`config.mk`:
```
export PLATFORM = sky130hd
export DESIGN_NAME = vga_display_ctrl
export DESIGN_NICKNAME = d
export VERILOG_FILES = /design/src/rtl/vga_timing_pkg.sv /design/src/rtl/vga_timing_gen.sv /design/src/rtl/vga_display_ctrl.sv
export SDC_FILE = /design/constraint.sdc
export NUM_CORES = 1
export LEC_CHECK = 0
export BUFFER_PORTS_ARGS = -buffer_cell sky130_fd_sc_hd__buf_2
export CAP_MARGIN = 30
export CORE_ASPECT_RATIO = 1.1
export CORE_UTILIZATION = 50
export CTS_CLUSTER_SIZE = 16
export DETAILED_ROUTE_END_ITERATION = 12
export GPL_TIMING_DRIVEN = 0
export PLACE_DENSITY_LB_ADDON = 0.25
export SYNTH_ARGS = -nofsm -noshare
export SYNTH_HDL_FRONTEND = slang
export SYNTH_SLANG_ARGS = --single-unit
```
`constraint.sdc`:
```
create_clock -name vga_clk -period 8.05 [get_ports vga_clk]
set_input_delay 0 -clock vga_clk [delete_from_list [all_inputs] [get_ports vga_clk]]
set_output_delay 0 -clock vga_clk [all_outputs]
set_load 0.01 [all_outputs]
```
`src/rtl/vga_timing_pkg.sv`:
```
// Shared 640x480@60 timing constants plus the colour, config and pipeline-flag types used by
// the VGA display path.
package vga_timing_pkg;

    localparam int unsigned DefHActive = 640;
    localparam int unsigned DefHFp     = 16;
    localparam int unsigned DefHSync   = 96;
    localparam int unsigned DefHBp     = 48;
    localparam int unsigned DefVActive = 480;
    localparam int unsigned DefVFp     = 10;
    localparam int unsigned DefVSync   = 2;
    localparam int unsigned DefVBp     = 33;

    localparam int unsigned DefHTotal      = DefHActive + DefHFp + DefHSync + DefHBp;
    localparam int unsigned DefVTotal      = DefVActive + DefVFp + DefVSync + DefVBp;
    localparam int unsigned DefHSyncStart  = DefHActive + DefHFp;
    localparam int unsigned DefHSyncEnd    = DefHSyncStart + DefHSync;
    localparam int unsigned DefVSyncStart  = DefVActive + DefVFp;
    localparam int unsigned DefVSyncEnd    = DefVSyncStart + DefVSync;

    typedef logic [11:0] rgb444_t;
    localparam rgb444_t BLACK = 12'h000;

    typedef struct packed {
        logic [8:0] width;
        logic [8:0] height;
        logic [9:0] x_off;
        logic [9:0] y_off;
        rgb444_t    border;
    } disp_cfg_t;

    typedef struct packed {
        logic hsync;
        logic vsync;
        logic active;
        logic in_win;
        logic en;
        logic fs;
    } pix_flags_t;

    // off <= pos < off + len, evaluated 11 bits wide so the end never wraps.
    function automatic logic in_span(input logic [9:0] pos, input logic [9:0] off,
                                     input logic [8:0] len);
        logic [10:0] stop;
        stop = {1'b0, off} + {2'b00, len};
        return ({1'b0, pos} >= {1'b0, off}) && ({1'b0, pos} < stop);
    endfunction

endpackage

```
`src/rtl/vga_timing_gen.sv`:
```
// Free-running h/v raster counters with active-area flag, raw (active-high) sync pulses and
// frame/line boundary strobes.
module vga_timing_gen
    import vga_timing_pkg::*;
#(
    parameter int unsigned H_ACTIVE = DefHActive,
    parameter int unsigned H_FP     = DefHFp,
    parameter int unsigned H_SYNC   = DefHSync,
    parameter int unsigned H_BP     = DefHBp,
    parameter int unsigned V_ACTIVE = DefVActive,
    parameter int unsigned V_FP     = DefVFp,
    parameter int unsigned V_SYNC   = DefVSync,
    parameter int unsigned V_BP     = DefVBp
) (
    input  logic       clk_i,
    input  logic       rst_ni,
    output logic [9:0] h_cnt_o,
    output logic [9:0] v_cnt_o,
    output logic       active_o,
    output logic       hsync_o,
    output logic       vsync_o,
    output logic       origin_o,
    output logic       line_end_o,
    output logic       frame_end_o
);

    localparam logic [9:0] HLast   = 10'(H_ACTIVE + H_FP + H_SYNC + H_BP - 1);
    localparam logic [9:0] VLast   = 10'(V_ACTIVE + V_FP + V_SYNC + V_BP - 1);
    localparam logic [9:0] HAct    = 10'(H_ACTIVE);
    localparam logic [9:0] VAct    = 10'(V_ACTIVE);
    localparam logic [9:0] HSyncS  = 10'(H_ACTIVE + H_FP);
    localparam logic [9:0] HSyncE  = 10'(H_ACTIVE + H_FP + H_SYNC);
    localparam logic [9:0] VSyncS  = 10'(V_ACTIVE + V_FP);
    localparam logic [9:0] VSyncE  = 10'(V_ACTIVE + V_FP + V_SYNC);

    logic [9:0] h_cnt_q, h_cnt_d;
    logic [9:0] v_cnt_q, v_cnt_d;

    always_comb begin
        h_cnt_d = h_cnt_q + 10'd1;
        v_cnt_d = v_cnt_q;
        if (h_cnt_q == HLast) begin
            h_cnt_d = '0;
            v_cnt_d = (v_cnt_q == VLast) ? '0 : v_cnt_q + 10'd1;
        end
    end

    always_ff @(posedge clk_i or negedge rst_ni) begin
        if (!rst_ni) begin
            h_cnt_q <= '0;
            v_cnt_q <= '0;
        end else begin
            h_cnt_q <= h_cnt_d;
            v_cnt_q <= v_cnt_d;
        end
    end

    assign h_cnt_o     = h_cnt_q;
    assign v_cnt_o     = v_cnt_q;
    assign active_o    = (h_cnt_q < HAct) && (v_cnt_q < VAct);
    assign hsync_o     = (h_cnt_q >= HSyncS) && (h_cnt_q < HSyncE);
    assign vsync_o     = (v_cnt_q >= VSyncS) && (v_cnt_q < VSyncE);
    assign origin_o    = (h_cnt_q == '0) && (v_cnt_q == '0);
    assign line_end_o  = (h_cnt_q == HLast);
    assign frame_end_o = (h_cnt_q == HLast) && (v_cnt_q == VLast);

endmodule

```
`src/rtl/vga_display_ctrl.sv`:
```
// Reads the captured frame from BRAM and places it as a window on a VGA raster, filling the
// rest of the active area with a border colour.
module vga_display_ctrl
    import vga_timing_pkg::*;
#(
    parameter int unsigned H_ACTIVE = DefHActive,
    parameter int unsigned H_FP     = DefHFp,
    parameter int unsigned H_SYNC   = DefHSync,
    parameter int unsigned H_BP     = DefHBp,
    parameter int unsigned V_ACTIVE = DefVActive,
    parameter int unsigned V_FP     = DefVFp,
    parameter int unsigned V_SYNC   = DefVSync,
    parameter int unsigned V_BP     = DefVBp,
    parameter bit          SYNC_POL = 1'b0,
    parameter int unsigned RD_LAT   = 2
) (
    input  logic        vga_clk,
    input  logic        sys_rst_n,
    input  logic        display_en,
    input  logic [8:0]  axil_cap_width,
    input  logic [8:0]  axil_cap_height,
    input  logic [9:0]  axil_disp_x_off,
    input  logic [9:0]  axil_disp_y_off,
    input  logic [11:0] axil_border_color,
    output logic [16:0] vga_bram_raddr,
    output logic        vga_bram_ren,
    input  logic [11:0] vga_bram_rdata,
    output logic        vga_hsync,
    output logic        vga_vsync,
    output logic [3:0]  vga_r,
    output logic [3:0]  vga_g,
    output logic [3:0]  vga_b,
    output logic        vga_frame_start
);

    localparam int unsigned Depth = RD_LAT + 1;

    logic [9:0] h_cnt, v_cnt;
    logic       active, hsync_raw, vsync_raw, origin, line_end, frame_end;

    vga_timing_gen #(
        .H_ACTIVE (H_ACTIVE),
        .H_FP     (H_FP),
        .H_SYNC   (H_SYNC),
        .H_BP     (H_BP),
        .V_ACTIVE (V_ACTIVE),
        .V_FP     (V_FP),
        .V_SYNC   (V_SYNC),
        .V_BP     (V_BP)
    ) u_timing (
        .clk_i       (vga_clk),
        .rst_ni      (sys_rst_n),
        .h_cnt_o     (h_cnt),
        .v_cnt_o     (v_cnt),
        .active_o    (active),
        .hsync_o     (hsync_raw),
        .vsync_o     (vsync_raw),
        .origin_o    (origin),
        .line_end_o  (line_end),
        .frame_end_o (frame_end)
    );

    disp_cfg_t  cfg_in, cfg_q, cfg;
    logic       x_hit, y_hit, in_win;
    logic [9:0] col;
    logic [16:0] addr, row_base_q, row_base_d;
    logic [16:0] raddr_q;
    logic        ren_q;
    pix_flags_t  flags_d, pin;
    pix_flags_t  pipe_q [Depth];
    rgb444_t     rgb;

    assign cfg_in = '{width:  axil_cap_width,
                      height: axil_cap_height,
                      x_off:  axil_disp_x_off,
                      y_off:  axil_disp_y_off,
                      border: axil_border_color};

    // The origin pixel already belongs to the new frame, so it sees the incoming config.
    assign cfg = origin ? cfg_in : cfg_q;

    assign x_hit  = in_span(h_cnt, cfg.x_off, cfg.width);
    assign y_hit  = in_span(v_cnt, cfg.y_off, cfg.height);
    assign in_win = active && x_hit && y_hit;
    assign col    = h_cnt - cfg.x_off;
    assign addr   = row_base_q + {7'b0, col};

    // Row base steps on every window line, clipped or not, keeping the address multiplier-free.
    always_comb begin
        row_base_d = row_base_q;
        if (frame_end) begin
            row_base_d = '0;
        end else if (line_end && y_hit) begin
            row_base_d = row_base_q + {8'b0, cfg.width};
        end
    end

    always_comb begin
        flags_d        = '0;
        flags_d.hsync  = hsync_raw;
        flags_d.vsync  = vsync_raw;
        flags_d.active = active;
        flags_d.in_win = in_win;
        flags_d.en     = display_en;
        flags_d.fs     = origin;
    end

    always_ff @(posedge vga_clk or negedge sys_rst_n) begin
        if (!sys_rst_n) begin
            cfg_q      <= '0;
            row_base_q <= '0;
            raddr_q    <= '0;
            ren_q      <= 1'b0;
            for (int unsigned i = 0; i < Depth; i++) pipe_q[i] <= '0;
        end else begin
            if (origin) cfg_q <= cfg_in;
            row_base_q <= row_base_d;
            ren_q      <= in_win;
            if (in_win) raddr_q <= addr;
            pipe_q[0] <= flags_d;
            for (int unsigned i = 1; i < Depth; i++) pipe_q[i] <= pipe_q[i-1];
        end
    end

    assign pin = pipe_q[Depth-1];

    always_comb begin
        rgb = cfg_q.border;
        if (!pin.active || !pin.en) begin
            rgb = BLACK;
        end else if (pin.in_win) begin
            rgb = vga_bram_rdata;
        end
    end

    assign vga_bram_raddr  = raddr_q;
    assign vga_bram_ren    = ren_q;
    assign vga_hsync       = pin.hsync ? SYNC_POL : ~SYNC_POL;
    assign vga_vsync       = pin.vsync ? SYNC_POL : ~SYNC_POL;
    assign vga_r           = rgb[11:8];
    assign vga_g           = rgb[7:4];
    assign vga_b           = rgb[3:0];
    assign vga_frame_start = pin.fs;

endmodule

```
Yosys cells after proc, flatten, opt, wreduce, memory -nomap -nowiden
Index checks and enable logic that the tools add are counted.
Widths: inputs -> output; s select.

storage, ports and cells
  bits in registers = 122
  word-level logic and storage cells = 71

operators by class
  add/sub/neg operators = 7
  magnitude comparators = 10
  equality and inequality tests = 2
  mux-type cells = 9
  reduce and logical (&&, ||, !) cells = 16

operators by type and width
  cell                   count
  $mux 50                1
  $mux 17                2
  $mux 12                2
  $add 10x9->11          2
  $lt 10x11->1           2
  $add 10x1->10 const B  2
  $eq 10x10->1 const B   2
  $ge 10x10->1           2
  $logic_not 10->1       2
  $lt 10x10->1 const B   2
  $lt 10x9->1 const B    2
  $mux 10                2
  $add 17x10->17         1
  $add 17x9->17          1
  $ge 10x10->1 const B   1
  $ge 10x9->1 const B    1
  $logic_and 1x1->1      10
  $sub 10x10->10         1
  $logic_not 1->1        2
  $mux 1                 2
  $reduce_bool 2->1      1
  $logic_or 1x1->1       1

Logic depth before layout (Yosys ltp)
Gate-level depths: netlist of run 1.

  word-level depth = 9
  mapped depth = 28

Cells and area by module
A second synthesis of run 1 with hierarchy kept.

unflattened totals
  cells, all modules = 740
  area, all modules = 7807.5 sq um

by module, submodules not included
  module            times used  cells an instance  area each (sq um)  seq. area each (sq um)
  vga_display_ctrl  1           622                6668.9             2552.4
  vga_timing_gen    1           118                1138.6             500.5

Least setup slack after synthesis of run 1
Ideal clock, no wire load.

  path kind = reg2reg
  start point = reg u_timing.h_cnt_q[1], in the netlist u_timing.h_cnt_o[1]
  end point = reg raddr_q[10], in the netlist vga_bram_raddr[10]
  library setup time = 0.125 ns
  data arrival time = 5.617 ns
  required time = 7.925 ns
  path slack = 2.308 ns
  stages on the path, launching flop included = 27
  period minus slack after synthesis = 5.742 ns
  cell sequence = dfrtp_1 -> inv_1 -> ha_1 -> nor4b_4 -> nand4_2 -> nor2_1 -> clkbuf_1 -> buf_1 -> nand2_1 -> nand2_1 -> ha_1 -> a21oi_1 -> a21oi_1 -> or3b_2 -> a21o_1 -> a21oi_1 -> xor2_1 -> ha_1 -> a22oi_1 -> nand3_1 -> a41oi_1 -> a2111o_1 -> or3_1 -> o2111ai_2 -> a211oi_4 -> buf_8 -> mux2_4

RTL lines
  what                    line                     text
  start, declared         vga_timing_gen.sv:36     logic [9:0] h_cnt_q, h_cnt_d;
  start signal, assigned  vga_timing_gen.sv:53     h_cnt_q <= h_cnt_d;
  end signal, assigned    vga_display_ctrl.sv:119  if (in_win) raddr_q <= addr;
  end, declared           vga_display_ctrl.sv:67   logic [16:0] raddr_q;

==> summary.log, run 1 <==
qor: setup_path.crit_end vga_bram_raddr[14]
qor: logic_synthesis.ys_dominant_reg_cell dfrtp_1
qor: clocking.clk_root_buffer_cell clkbuf_16
qor: setup_path.worstPathArrival 7.89 ns
qor: clocking.numClockSinks 122
qor: sta.fin_skew 0.01092 ns
qor: setup_path.regToRegStartpoint u_timing.h_cnt_o[1]
qor: sta.min_period_over_period 94.22%
qor: setup_path.cp-end-kind register
qor: routing.detail_route.vias_per_cell 5.481
qor: logic_synthesis.number_of_synthesized_flops_with_an_enable_pin 0
qor: layout.final_common_cell nand2_1
qor: routing.route.antenna.remaining_nets 0
qor: clocking.number_of_cts_inserted_buffers 17
qor: grt.grt_pass1_vias 6485
qor: grt.grt_start_max_net_pins 95
qor: routing.totalWireLength 19.99 mm
qor: pwr.pwr-share-comb 13.4%
qor: logic_synthesis.synth_async_sr_flop_share 100.0%
qor: logic_synthesis.syn-cell-area 7979 µm²
qor: clocking.cts_setup_buffers 0
qor: layout.antennaDiodeCount 0
qor: setup_path.worst-r2r-setup-slack 0.47 ns
qor: layout.layout-drive-gt1-share 15.74%
qor: run_status.run_status completed
qor: pwr.cell_internal_pwr 1.162 mW
qor: pwr.p_clk_share 46.2%
qor: clocking.clk_path_buf_depth 2
qor: layout.layout_common_cells 171 x nand2_1, 122 x dfrtp_1, 97 x buf_2
qor: layout.filler_cell_count 1347
qor: sta.fmax 131.8 MHz
qor: sta.tightestPinTransition 0.8980 ns
qor: pwr.p_leak 4.851 nW
qor: layout.fin_util 62.48%
qor: die.pin_count 98
qor: sta.setup_viol 0
qor: layout.register_area 3053 µm²
qor: placement.place_hpwl 14.54 mm
qor: clocking.h_tree_depth 4
qor: hold_path.min-delay-path-class in -> async
qor: grt.grtUsageTotal 25.39%
qor: die.initial_utilization 50.90%
qor: sta.max_slew_margin 39.91%
qor: grt.grt_pass1_wl 31.82 mm
qor: routing.vias 6807
qor: setup_path.rr_endpoint vga_bram_raddr[14]
qor: layout.fin_area 9793 µm²
qor: die.placeableCoreArea 15680 µm²
qor: die.rows 48
qor: pwr.worst_ir_drop_on_vdd 0.1309 mV
qor: routing.drt_first_iter_violations 358
qor: setup_path.r2r.worst_path.cells 26
qor: clocking.clock_insertion_delay_worst_skew 0.42 ns
qor: routing.drc_errors 0
qor: logic_synthesis.ys_ff_latch 122
qor: sta.setup_tns 0 ns
qor: grt.grt.overflow.total 0
qor: logic_synthesis.post_synth_inst_count 864
qor: placement.globalplace.congestion 0.8712
qor: layout.finalNetCount 1170
qor: sta.hold_violations 0
qor: setup_path.crit_path_class reg -> reg
qor: sta.final_period_minus_worst_setup_slack 7.585 ns
qor: logic_synthesis.synth-seq-area-share 38.26%
qor: die.floorplan.die.width 122.4 µm
qor: logic_synthesis.yosysWarnings 0
qor: die.floorplan.die.height 134.5 µm
qor: pwr.power.share.switching 26.02%
qor: pwr.power_switching 0.4085 mW
qor: die.die_area 16470 µm²
qor: setup_path.start_kind register
qor: setup_path.largest_fanout_on_the_critical_path 10
qor: logic_synthesis.synth.distinct_cells 68
qor: logic_synthesis.mappedNetlistNets 1005
qor: setup_path.critPathRequiredTime 8.35 ns
qor: routing.first_pass_iters 7
qor: layout.flow.area_growth_from_synthesis 22.74%
qor: sta.max_transition_viols_final 0
qor: clocking.clk_pin_slew 0.06 ns
qor: clocking.cts_tree done
qor: layout.multi_input_area 4677 µm²
qor: sta.rsz_0062_raised_after_global_routing no
qor: placement.placement.cell_area 8748 µm²
qor: grt.antenna_found_initial 0
qor: pwr.power_per_cell_area 160.3 nW/µm²
qor: setup_path.critPathLaunch u_timing.h_cnt_o[1]
qor: pwr.share_of_power_burned_in_registers 40.4%
qor: routing.wl_per_cell 16.09 µm
qor: run.max_capacitance_violation_count 0
qor: placement.io_buffers 97
qor: logic_synthesis.postSynthAreaPerCell 9.235 µm²
qor: pwr.total_power 1.570 mW
flip-flops by register name (all words and copies together), names as in the netlist:
register	cells
cfg_q	50
pipe_q	12
u_timing.v_cnt_o	10
pin	5
row_base_q	17
u_timing.h_cnt_o	10
vga_bram_raddr	17
vga_frame_start	1
logic make-up (layout without fill, tap and decap cells):
| kind of cell | count (synthesis) | after routing | synth area share [%] |
|---|---|---|---|
| and+or+nand+nor | 327 | 327 | 19.05 |
| AOI/OAI and AO/OA | 163 | 163 | 13.42 |
| DFF | 122 | 122 | 38.26 |
| adders and majority gates | 78 | 78 | 12.37 |
| xor gates and xnor gates | 73 | 73 | 8.013 |
| buffers and inverters | 61 | 239 | 3.120 |
| muxes | 40 | 40 | 5.755 |
through the flow:
step | cells | hold slack (ns) | setup slack, ns
floorplan | 864 | -0.2956 | 2.308
global placement | 1161 | 0.1213 | 0.6101
detailed placement | 1162 | -0.1098 | 0.6084
CTS | 1242 | 0.01127 | 0.5611
global route | 1242 | 0.01520 | 0.01275
finish | 1242 | 0.01197 | 0.4650
cell usage after synthesis, types with 6 or more instances:
master / count / area, µm²
o21ai_0: 36 / 180.2
mux2_4: 9 / 135.1
and3_1: 7 / 43.79
a211oi_1: 6 / 45.04
nand3_1: 22 / 110.1
nor3_1: 16 / 80.08
o21a_1: 7 / 52.55
or3_1: 12 / 75.07
a21oi_1: 51 / 255.2
nor2_1: 46 / 172.7
nand2b_1: 11 / 68.82
mux2i_1: 20 / 200.2
dfrtp_1: 122 / 3053
nor2b_1: 8 / 50.05
inv_1: 41 / 153.9
a21o_1: 15 / 112.6
a41oi_1: 7 / 61.31
clkbuf_1: 15 / 56.30
ha_1: 74 / 925.9
xor2_1: 27 / 236.5
mux2_2: 10 / 112.6
nand4_1: 9 / 56.30
xnor2_1: 46 / 402.9
nand2_1: 171 / 641.9
o21bai_1: 6 / 45.04
worst max-delay path, stage by stage, from the launching register on:
cell,delay (ns)
dfrtp_1,0.47
inv_1,0.14
ha_1,0.15
nor4b_4,0.25
nand4_2,0.27
nor2_1,0.75
clkbuf_1,0.65
buf_1,0.48
nand2_1,0.10
nand2_1,0.11
ha_1,0.26
a21oi_1,0.25
a21oi_1,0.11
or3b_2,0.50
a21o_1,0.19
a21oi_1,0.17
xor2_1,0.17
ha_1,0.26
a22oi_1,0.17
nand3_1,0.09
a41oi_1,0.18
a2111o_1,0.15
or3_1,0.24
o2111ai_2,0.19
a211oi_4,0.59
buf_8,0.25
mux2_4,0.31
layout make-up:
cell class | instances | area share [%]
Multi-Input combinational cell | 681 | 47.76
Sequential cell | 122 | 31.17
Timing Repair Buffer | 146 | 10.21
Clock buffer | 20 | 4.561
Tap cell | 200 | 2.555
Inverter | 41 | 1.571
Clock inverter | 12 | 1.201
Buffer | 20 | 0.9710
repair_timing:
item,4_1_cts,5_1_grt
endpoints found under the hold margin,169,0
resized for setup,0,0
hold buffers,48,0
power by group through the flow:
| stage | registers, mW | logic (mW) | clock network (mW) |
|---|---|---|---|
| final | 0.634 | 0.210 | 0.726 |
| after global routing | 0.635 | 0.236 | 0.761 |
| after CTS | 0.634 | 0.211 | 0.736 |
| after detailed placement | 0.644 | 0.191 | 0 |
| after global placement | 0.644 | 0.186 | 0 |
| after floorplan | 0.643 | 0.126 | 0 |
worst min-delay path by stage:
stage                                  start  depth (start not counted)               to  slack [ns]
after floorplan                    sys_rst_n                          0         cfg_q[0]       -0.30
after global placement            display_en                          1       pipe_q[13]        0.12
after detailed placement           sys_rst_n                          1  vga_frame_start       -0.11
after CTS                          sys_rst_n                          2  vga_frame_start        0.01
after global routing      axil_disp_y_off[4]                          3        cfg_q[16]        0.02
final                              sys_rst_n                          2  vga_frame_start        0.01
layer usage:
| layer | wire length (µm) | up-vias | part of all wire [%] | track usage [%] |
|---|---|---|---|---|
| met5 | 0 | - | 0 | 0 |
| met4 | 584 | 0 | 2.9 | 10.91 |
| met3 | 913 | 44 | 4.6 | 5.236 |
| met2 | 9863 | 192 | 49 | 43.57 |
| met1 | 8625 | 3203 | 43 | 30.57 |
| li1 | - | 3368 | - | - |
Note: power is estimated with default switching activity, not from simulation.
==> inputs of run 2 (changes only) <==
--- a/config.mk
+++ b/config.mk
@@ -7,12 +7,13 @@
 export LEC_CHECK = 0
 export BUFFER_PORTS_ARGS = -buffer_cell sky130_fd_sc_hd__buf_2
 export CAP_MARGIN = 30
-export CORE_ASPECT_RATIO = 1.1
+export CORE_ASPECT_RATIO = 1.4
 export CORE_UTILIZATION = 50
 export CTS_CLUSTER_SIZE = 16
 export DETAILED_ROUTE_END_ITERATION = 12
 export GPL_TIMING_DRIVEN = 0
-export PLACE_DENSITY_LB_ADDON = 0.25
+export MAX_ROUTING_LAYER = met4
+export PLACE_DENSITY = 0.69
 export SYNTH_ARGS = -nofsm -noshare
 export SYNTH_HDL_FRONTEND = slang
 export SYNTH_SLANG_ARGS = --single-unit
==> run 2 against run 1 <==
Final area up 0.32%; via count fell by 0.81%; count of clock-buffer cells in the layout shrank 3; die area barely moved; critical path depth unchanged; global-route usage increased by 2.1 points; worst hold slack improved by 0.030 ns; clock skew fell by 0.0012 ns; maximum frequency rose by 1.3%; flip-flop and latch count stayed put; largest power group unchanged.
==> summary.log, run 2 (synthesis gave the netlist of run 1 again) <==
qor: run_status.run_status completed
qor: clocking.cts.repair.resized 0 [unchanged]
qor: placement.place_hpwl 15.08 mm [+3.7%]
qor: hold_path.min-delay-start axil_disp_y_off[4]
qor: sta.final_period_minus_worst_setup_slack 7.489 ns [-0.09602 ns]
qor: grt.grt_pass1_wl 33.29 mm [+4.6%]
qor: sta.setup_tns 0 ns [unchanged]
qor: layout.largest_register cfg_q
qor: routing.drc_errors 0 [unchanged]
qor: sta.setup_viol 0 [unchanged]
qor: routing.wl_per_cell 16.33 µm [+1.5%]
qor: layout.finalNetCount 1171 [+0.085%]
qor: hold_path.min-delay-path-class in -> reg
qor: pwr.share_of_power_burned_in_registers 39.4% [-1.0 points]
qor: layout.largest_register_ffs 50 [unchanged]
qor: placement.globalplace.congestion 0.9150 [+5.0%]
qor: clocking.cts_tree done
qor: die.initial_utilization 51.12% [+0.22 points]
qor: setup_path.critical_path.slowest_cell nor2_1
qor: grt.grtUsageTotal 27.54% [+2.1 points]
qor: sta.rsz_0062_raised_after_global_routing no
qor: layout.multi_input_area 4677 µm² [unchanged]
qor: pwr.pwr-share-comb 13.0% [-0.4 points]
qor: die.rows 54 [+13%]
qor: layout.filler_cell_count 1371 [+1.8%]
qor: setup_path.start_kind register
qor: routing.first_pass_iters 6 [-1]
qor: pwr.power_per_cell_area 163.6 nW/µm² [+2.0%]
qor: clocking.h_tree_depth 4 [unchanged]
qor: pwr.worst_ir_drop_on_vdd 0.1109 mV [-15%]
qor: clocking.clk_path_buf_depth 2 [unchanged]
qor: clocking.clk_root_buffer_cell clkbuf_16
qor: run.max_capacitance_violation_count 0 [unchanged]
qor: sta.min_period_over_period 93.03% [-1.2 points]
qor: sta.fmax 133.5 MHz [+1.3%]
qor: setup_path.worst-r2r-setup-slack 0.56 ns [+0.10 ns]
qor: sta.hold_violations 0 [unchanged]
qor: die.pin_count 98 [unchanged]
qor: die.die_area 16470 µm² [about the same]
qor: clocking.clk_pin_slew 0.06 ns [about the same]
qor: setup_path.crit_path_class reg -> reg
qor: sta.max_transition_viols_final 0 [unchanged]
qor: sta.max_slew_margin 40.31% [+0.40 points]
qor: setup_path.worstPathArrival 7.80 ns [-0.09 ns]
qor: grt.grt.overflow.total 0 [unchanged]
qor: routing.drt_first_iter_violations 312 [-13%]
qor: layout.flow.area_growth_from_synthesis 23.13%
qor: layout.layout_common_cells 171 x nand2_1, 122 x dfrtp_1, 97 x buf_2
qor: routing.vias 6752 [-0.81%]
qor: pwr.p_clk_share 47.6% [+1.4 points]
qor: die.floorplan.die.width 108.8 µm [-11%]
qor: pwr.power_switching 0.4210 mW [+3.1%]
qor: sta.hold_slack 0.04231 ns [+0.03035 ns]
qor: grt.grt_pass1_vias 6805 [+4.9%]
qor: clocking.number_of_cts_inserted_buffers 17 [unchanged]
qor: routing.totalWireLength 20.24 mm [+1.2%]
qor: grt.antenna_found_initial 0 [unchanged]
qor: setup_path.largest_fanout_on_the_critical_path 10 [unchanged]
qor: layout.antennaDiodeCount 0 [unchanged]
qor: grt.grt_start_max_net_pins 83 [-13%]
qor: pwr.cell_internal_pwr 1.186 mW [+2.1%]
qor: sta.fin_skew 0.009708 ns [-0.001214 ns]
qor: setup_path.critPathRequiredTime 8.36 ns [about the same]
qor: routing.detail_route.vias_per_cell 5.450 [-0.57%]
qor: clocking.clock_insertion_delay_worst_skew 0.43 ns [about the same]
qor: setup_path.critPathLaunch u_timing.v_cnt_o[0]
qor: clocking.numClockSinks 122 [unchanged]
qor: die.floorplan.die.height 151.5 µm [+13%]
qor: pwr.power.share.switching 26.19% [+0.18 points]
qor: routing.route.antenna.remaining_nets 0 [unchanged]
qor: layout.register_area 3053 µm² [unchanged]
qor: layout.final_common_cell nand2_1
qor: die.placeableCoreArea 15610 µm² [-0.43%]
qor: placement.io_buffers 97 [unchanged]
qor: layout.layout-drive-gt1-share 15.92% [+0.18 points]
qor: setup_path.worst_path_largest_cell_delay 0.76 ns [about the same]
qor: sta.tightestPinTransition 0.8921 ns [-0.005936 ns]
qor: pwr.p_leak 4.857 nW [+0.13%]
qor: setup_path.regToRegStartpoint u_timing.v_cnt_o[0]
qor: setup_path.cp-end-kind register
## run 2: cell count changes in the layout (fill, tap and decap cells not counted)
| cell | before | now |
|---|---|---|
| bufinv_16 | 1 | 2 |
| clkbuf_1 | 17 | 15 |
| clkbuf_8 | 1 | 0 |
| clkinv_2 | 2 | 1 |
| clkinv_4 | 6 | 3 |
| clkinvlp_4 | 1 | 4 |
| dlygate4sd3_1 | 48 | 49 |
| inv_6 | 2 | 5 |
## run 2: path summary, 6_finish.rpt
| path | depth (start not counted) | endpoint |
|---|---|---|
| setup / recovery | 26 | vga_bram_raddr[12] |
| hold / removal | 3 | cfg_q[16] |
| min in group asynchronous | 2 | cfg_q[12] |
| setup reg to reg | 26 | vga_bram_raddr[12] |
| max in group asynchronous | 3 | row_base_q[10] |
| hold reg to reg | 0 | pin[5] |
## run 2: power by group through the flow
stage          registers, mW  clock network [mW]  logic [mW]
6_report               0.633               0.765       0.209
5_1_grt                0.634               0.807       0.240
4_1_cts                0.633               0.781       0.210
3_5_place_dp           0.644                   0       0.190
3_3_place_gp           0.644                   0       0.185
2_1_floorplan          0.643                   0       0.126
## run 2: layout make-up
cell class	instances	area share, %
buffer	20	0.9679
clock buffer	17	4.330
clock inverter	15	1.681
inverter	41	1.566
multi-input combinational	681	47.61
sequential	122	31.07
tap	196	2.496
timing repair buffer	147	10.28
## run 2: routing by layer
metal / track usage (%) / part of all wire, % / vias to the layer above / wire (µm)
li1: - / - / 3358 / -
met1: 31.00 / 41 / 3193 / 8325
met2: 47.37 / 52 / 159 / 10550
met3: 4.491 / 3.6 / 42 / 727
met4: 13.11 / 3.1 / 0 / 630
met5: - / 0 / - / 0
## run 2: timing repair
action	CTS	global route
buffers inserted	0	0
endpoints found under the hold margin	170	0
setup endpoints to repair	0	0
hold buffers	49	0
## run 2: through the flow
step                util, %  setup slack [ns]  area, µm²  power, mW  cells
floorplan                 -             2.308       7979     0.7687    864
global placement      55.80            0.5271       8710     0.8284   1157
detailed placement    56.02            0.5266       8743     0.8346   1158
CTS                   62.95            0.4813       9824      1.624   1239
global route          62.95           0.07448       9824      1.681   1239
finish                62.95            0.5610       9824      1.607   1239
## run 2: critical path, delay by kind of cell, from the launching register on
| family | cells | cell delay [ns] |
|---|---|---|
| fa+ha+maj | 3 | 0.68 |
| buf+inv | 4 | 1.37 |
| mux | 1 | 0.30 |
| compound gates | 9 | 2.03 |
| flops | 1 | 0.49 |
| xor+xnor | 1 | 0.17 |
| simple gates | 8 | 2.31 |
==> inputs of run 3 (changes only) <==
--- a/config.mk
+++ b/config.mk
@@ -11,7 +11,7 @@
 export CORE_UTILIZATION = 50
 export CTS_CLUSTER_SIZE = 16
 export DETAILED_ROUTE_END_ITERATION = 12
-export GPL_TIMING_DRIVEN = 0
+export GPL_TIMING_DRIVEN = 1
 export MAX_ROUTING_LAYER = met4
 export PLACE_DENSITY = 0.69
 export SYNTH_ARGS = -nofsm -noshare
==> run 3 against run 2 <==
Non-clock buffer count shrank 16; largest power group unchanged; critical path type unchanged; via count is 0.53% higher; maximum frequency grew 9.8%; final area shrank 0.69%; sequential share of layout area up 0.22 points; critical endpoint is now vga_bram_raddr[5]; count of clock-buffer cells in the layout is the same; die area did not move.
==> summary.log, run 3 (synthesis gave the netlist of run 1 again) <==
qor: run_status.run_status completed
qor: grt.grtUsageTotal 26.73% [-0.81 points]
qor: setup_path.worstPathArrival 7.14 ns [-0.66 ns]
qor: sta.final_period_minus_worst_setup_slack 6.823 ns [-0.6656 ns]
qor: die.rows 54 [unchanged]
qor: layout.largest_register_ffs 50 [unchanged]
qor: pwr.power_per_cell_area 166.6 nW/µm² [+1.8%]
qor: layout.flow.area_growth_from_synthesis 22.28%
qor: sta.tightestPinTransition 0.8457 ns [-0.04638 ns]
qor: layout.fin_area 9757 µm² [-0.69%]
qor: layout.antennaDiodeCount 0 [unchanged]
qor: die.die_area 16470 µm² [unchanged]
qor: clocking.number_of_cts_inserted_buffers 17 [unchanged]
qor: sta.hold_violations 0 [unchanged]
qor: clocking.cts_setup_buffers 0 [unchanged]
qor: grt.antenna_found_initial 0 [unchanged]
qor: placement.place_hpwl 14.76 mm [-2.1%]
qor: die.floorplan.die.width 108.8 µm [unchanged]
qor: sta.fin_skew 0.01269 ns [+0.002979 ns]
qor: routing.vias 6788 [+0.53%]
qor: hold_path.min-delay-path-class in -> reg
qor: pwr.total_power 1.626 mW [+1.1%]
qor: die.initial_utilization 51.12% [unchanged]
qor: clocking.clk_root_buffer_cell clkbuf_16
qor: routing.first_pass_iters 6 [unchanged]
qor: clocking.h_tree_depth 4 [unchanged]
qor: grt.grt_start_max_net_pins 68 [-18%]
qor: die.placeableCoreArea 15610 µm² [unchanged]
qor: sta.setup_viol 0 [unchanged]
qor: grt.grt_pass1_wl 32.55 mm [-2.2%]
qor: routing.drc_errors 0 [unchanged]
qor: layout.largest_register cfg_q
qor: setup_path.crit_path_class reg -> reg
qor: clocking.cts_tree done
qor: grt.grt.overflow.total 0 [unchanged]
qor: routing.totalWireLength 20.23 mm [about the same]
qor: sta.min_period_over_period 84.76% [-8.3 points]
qor: placement.post_placement_setup_slack 1.256 ns [+0.7298 ns]
qor: routing.detail_route.vias_per_cell 5.550 [+1.8%]
qor: run.max_capacitance_violation_count 0 [unchanged]
qor: layout.layout_common_cells 170 x nand2_1, 122 x dfrtp_1, 96 x buf_2
qor: sta.worst_slack 1.227 ns [+0.6656 ns]
qor: routing.wl_per_cell 16.54 µm [+1.3%]
qor: die.floorplan.die.height 151.5 µm [unchanged]
qor: routing.drt_first_iter_violations 441 [+41%]
qor: pwr.p_leak 4.849 nW [-0.18%]
qor: clocking.cts.repair.resized 0 [unchanged]
qor: pwr.worst_ir_drop_on_vdd 0.1139 mV [+2.7%]
qor: clocking.clk_pin_slew 0.07 ns [about the same]
qor: grt.grt_pass1_vias 6707 [-1.4%]
qor: clocking.postCtsHoldBufs 49 [unchanged]
qor: placement.io_buffers 97 [unchanged]
qor: setup_path.cp-end-kind register
qor: sta.max_transition_viols_final 0 [unchanged]
qor: layout.finalNetCount 1155 [-1.4%]
qor: placement.globalplace.congestion 0.9538 [+4.2%]
qor: placement.placement.cell_area 8665 µm² [-0.90%]
qor: layout.filler_cell_count 1305 [-4.8%]
qor: setup_path.critPathRequiredTime 8.36 ns [about the same]
qor: clocking.clock_insertion_delay_worst_skew 0.42 ns [about the same]
qor: sta.fmax 146.6 MHz [+9.8%]
qor: setup_path.largest_fanout_on_the_critical_path 27 [+17]
qor: clocking.clk_path_buf_depth 2 [unchanged]
qor: layout.final_common_cell nand2_1
qor: routing.route.antenna.remaining_nets 0 [unchanged]
qor: layout.layout-drive-gt1-share 16.46% [+0.54 points]
qor: setup_path.start_kind register
qor: die.pin_count 98 [unchanged]
qor: sta.setup_tns 0 ns [unchanged]
qor: sta.max_slew_margin 43.62% [+3.3 points]
qor: clocking.numClockSinks 122 [unchanged]
qor: sta.rsz_0062_raised_after_global_routing no
-- run 3: worst paths after layout --
kind	startpoint	endpoint	slack, ns	depth (start not counted)
worst min-delay path	axil_disp_x_off[9]	cfg_q[31]	0.02	3
max in group asynchronous	sys_rst_n	vga_bram_raddr[12]	6.52	3
worst max-delay path	u_timing.v_cnt_o[0]	vga_bram_raddr[5]	1.23	25
worst min register to register	pipe_q[10]	pin[4]	0.35	0
min in group asynchronous	sys_rst_n	cfg_q[34]	0.19	2
worst max register to register	u_timing.v_cnt_o[0]	vga_bram_raddr[5]	1.23	25
-- run 3: metal layers --
metal,share of wire [%],global-route usage [%],vias up
met1,41,29.30,3196
met2,52,46.68,198
li1,-,-,3331
met4,4.1,13.99,0
met5,0,-,-
met3,3.6,3.849,63
-- run 3: area by class of cell --
| cell class | count | area (µm²) | area share, % |
|---|---|---|---|
| Multi-Input combinational cell | 681 | 4687 | 48.04 |
| Sequential cell | 122 | 3053 | 31.29 |
| Timing Repair Buffer | 151 | 1016 | 10.41 |
| Clock buffer | 17 | 425.4 | 4.360 |
| Tap cell | 196 | 245.2 | 2.513 |
| Clock inverter | 15 | 176.4 | 1.808 |
| Inverter | 41 | 153.9 | 1.577 |
-- run 3: through the flow --
| step | utilization, % | std cells | hold WS [ns] |
|---|---|---|---|
| global route | 62.51 | 1223 | 0.04222 |
| CTS | 62.51 | 1223 | 0.01166 |
| finish | 62.51 | 1223 | 0.02431 |
| floorplan | - | 864 | -0.2956 |
| detailed placement | 55.52 | 1142 | 0.1100 |
| global placement | 55.52 | 1142 | 0.1091 |
-- run 3: worst max-delay path: stages (launching register included) --
cell and delay, ns:
dfrtp_1 0.45, inv_1 0.14, ha_1 0.17, nor2b_1 0.25
and4_1 0.54, nand2_2 0.51, nand2_1 0.20, nand2_1 0.10
ha_1 0.22, ha_1 0.19, o32ai_1 0.43, a21oi_1 0.13
or3b_2 0.48, a21o_1 0.20, a21oi_1 0.17, xor2_1 0.17
ha_1 0.25, a22oi_1 0.17, nand3_1 0.09, a41oi_1 0.18
a2111o_1 0.14, or3_1 0.22, o2111ai_2 0.18, a211oi_4 0.45
buf_4 0.34, mux2_2 0.36
-- run 3: power by group --
group / total, mW / leakage [nW] / switching [mW] / internal (mW)
Clock: 0.782 / 0.295 / 0.315 / 0.467
Combinational: 0.210 / 3.02 / 0.112 / 0.0983
Sequential: 0.633 / 1.53 / 0.00619 / 0.627
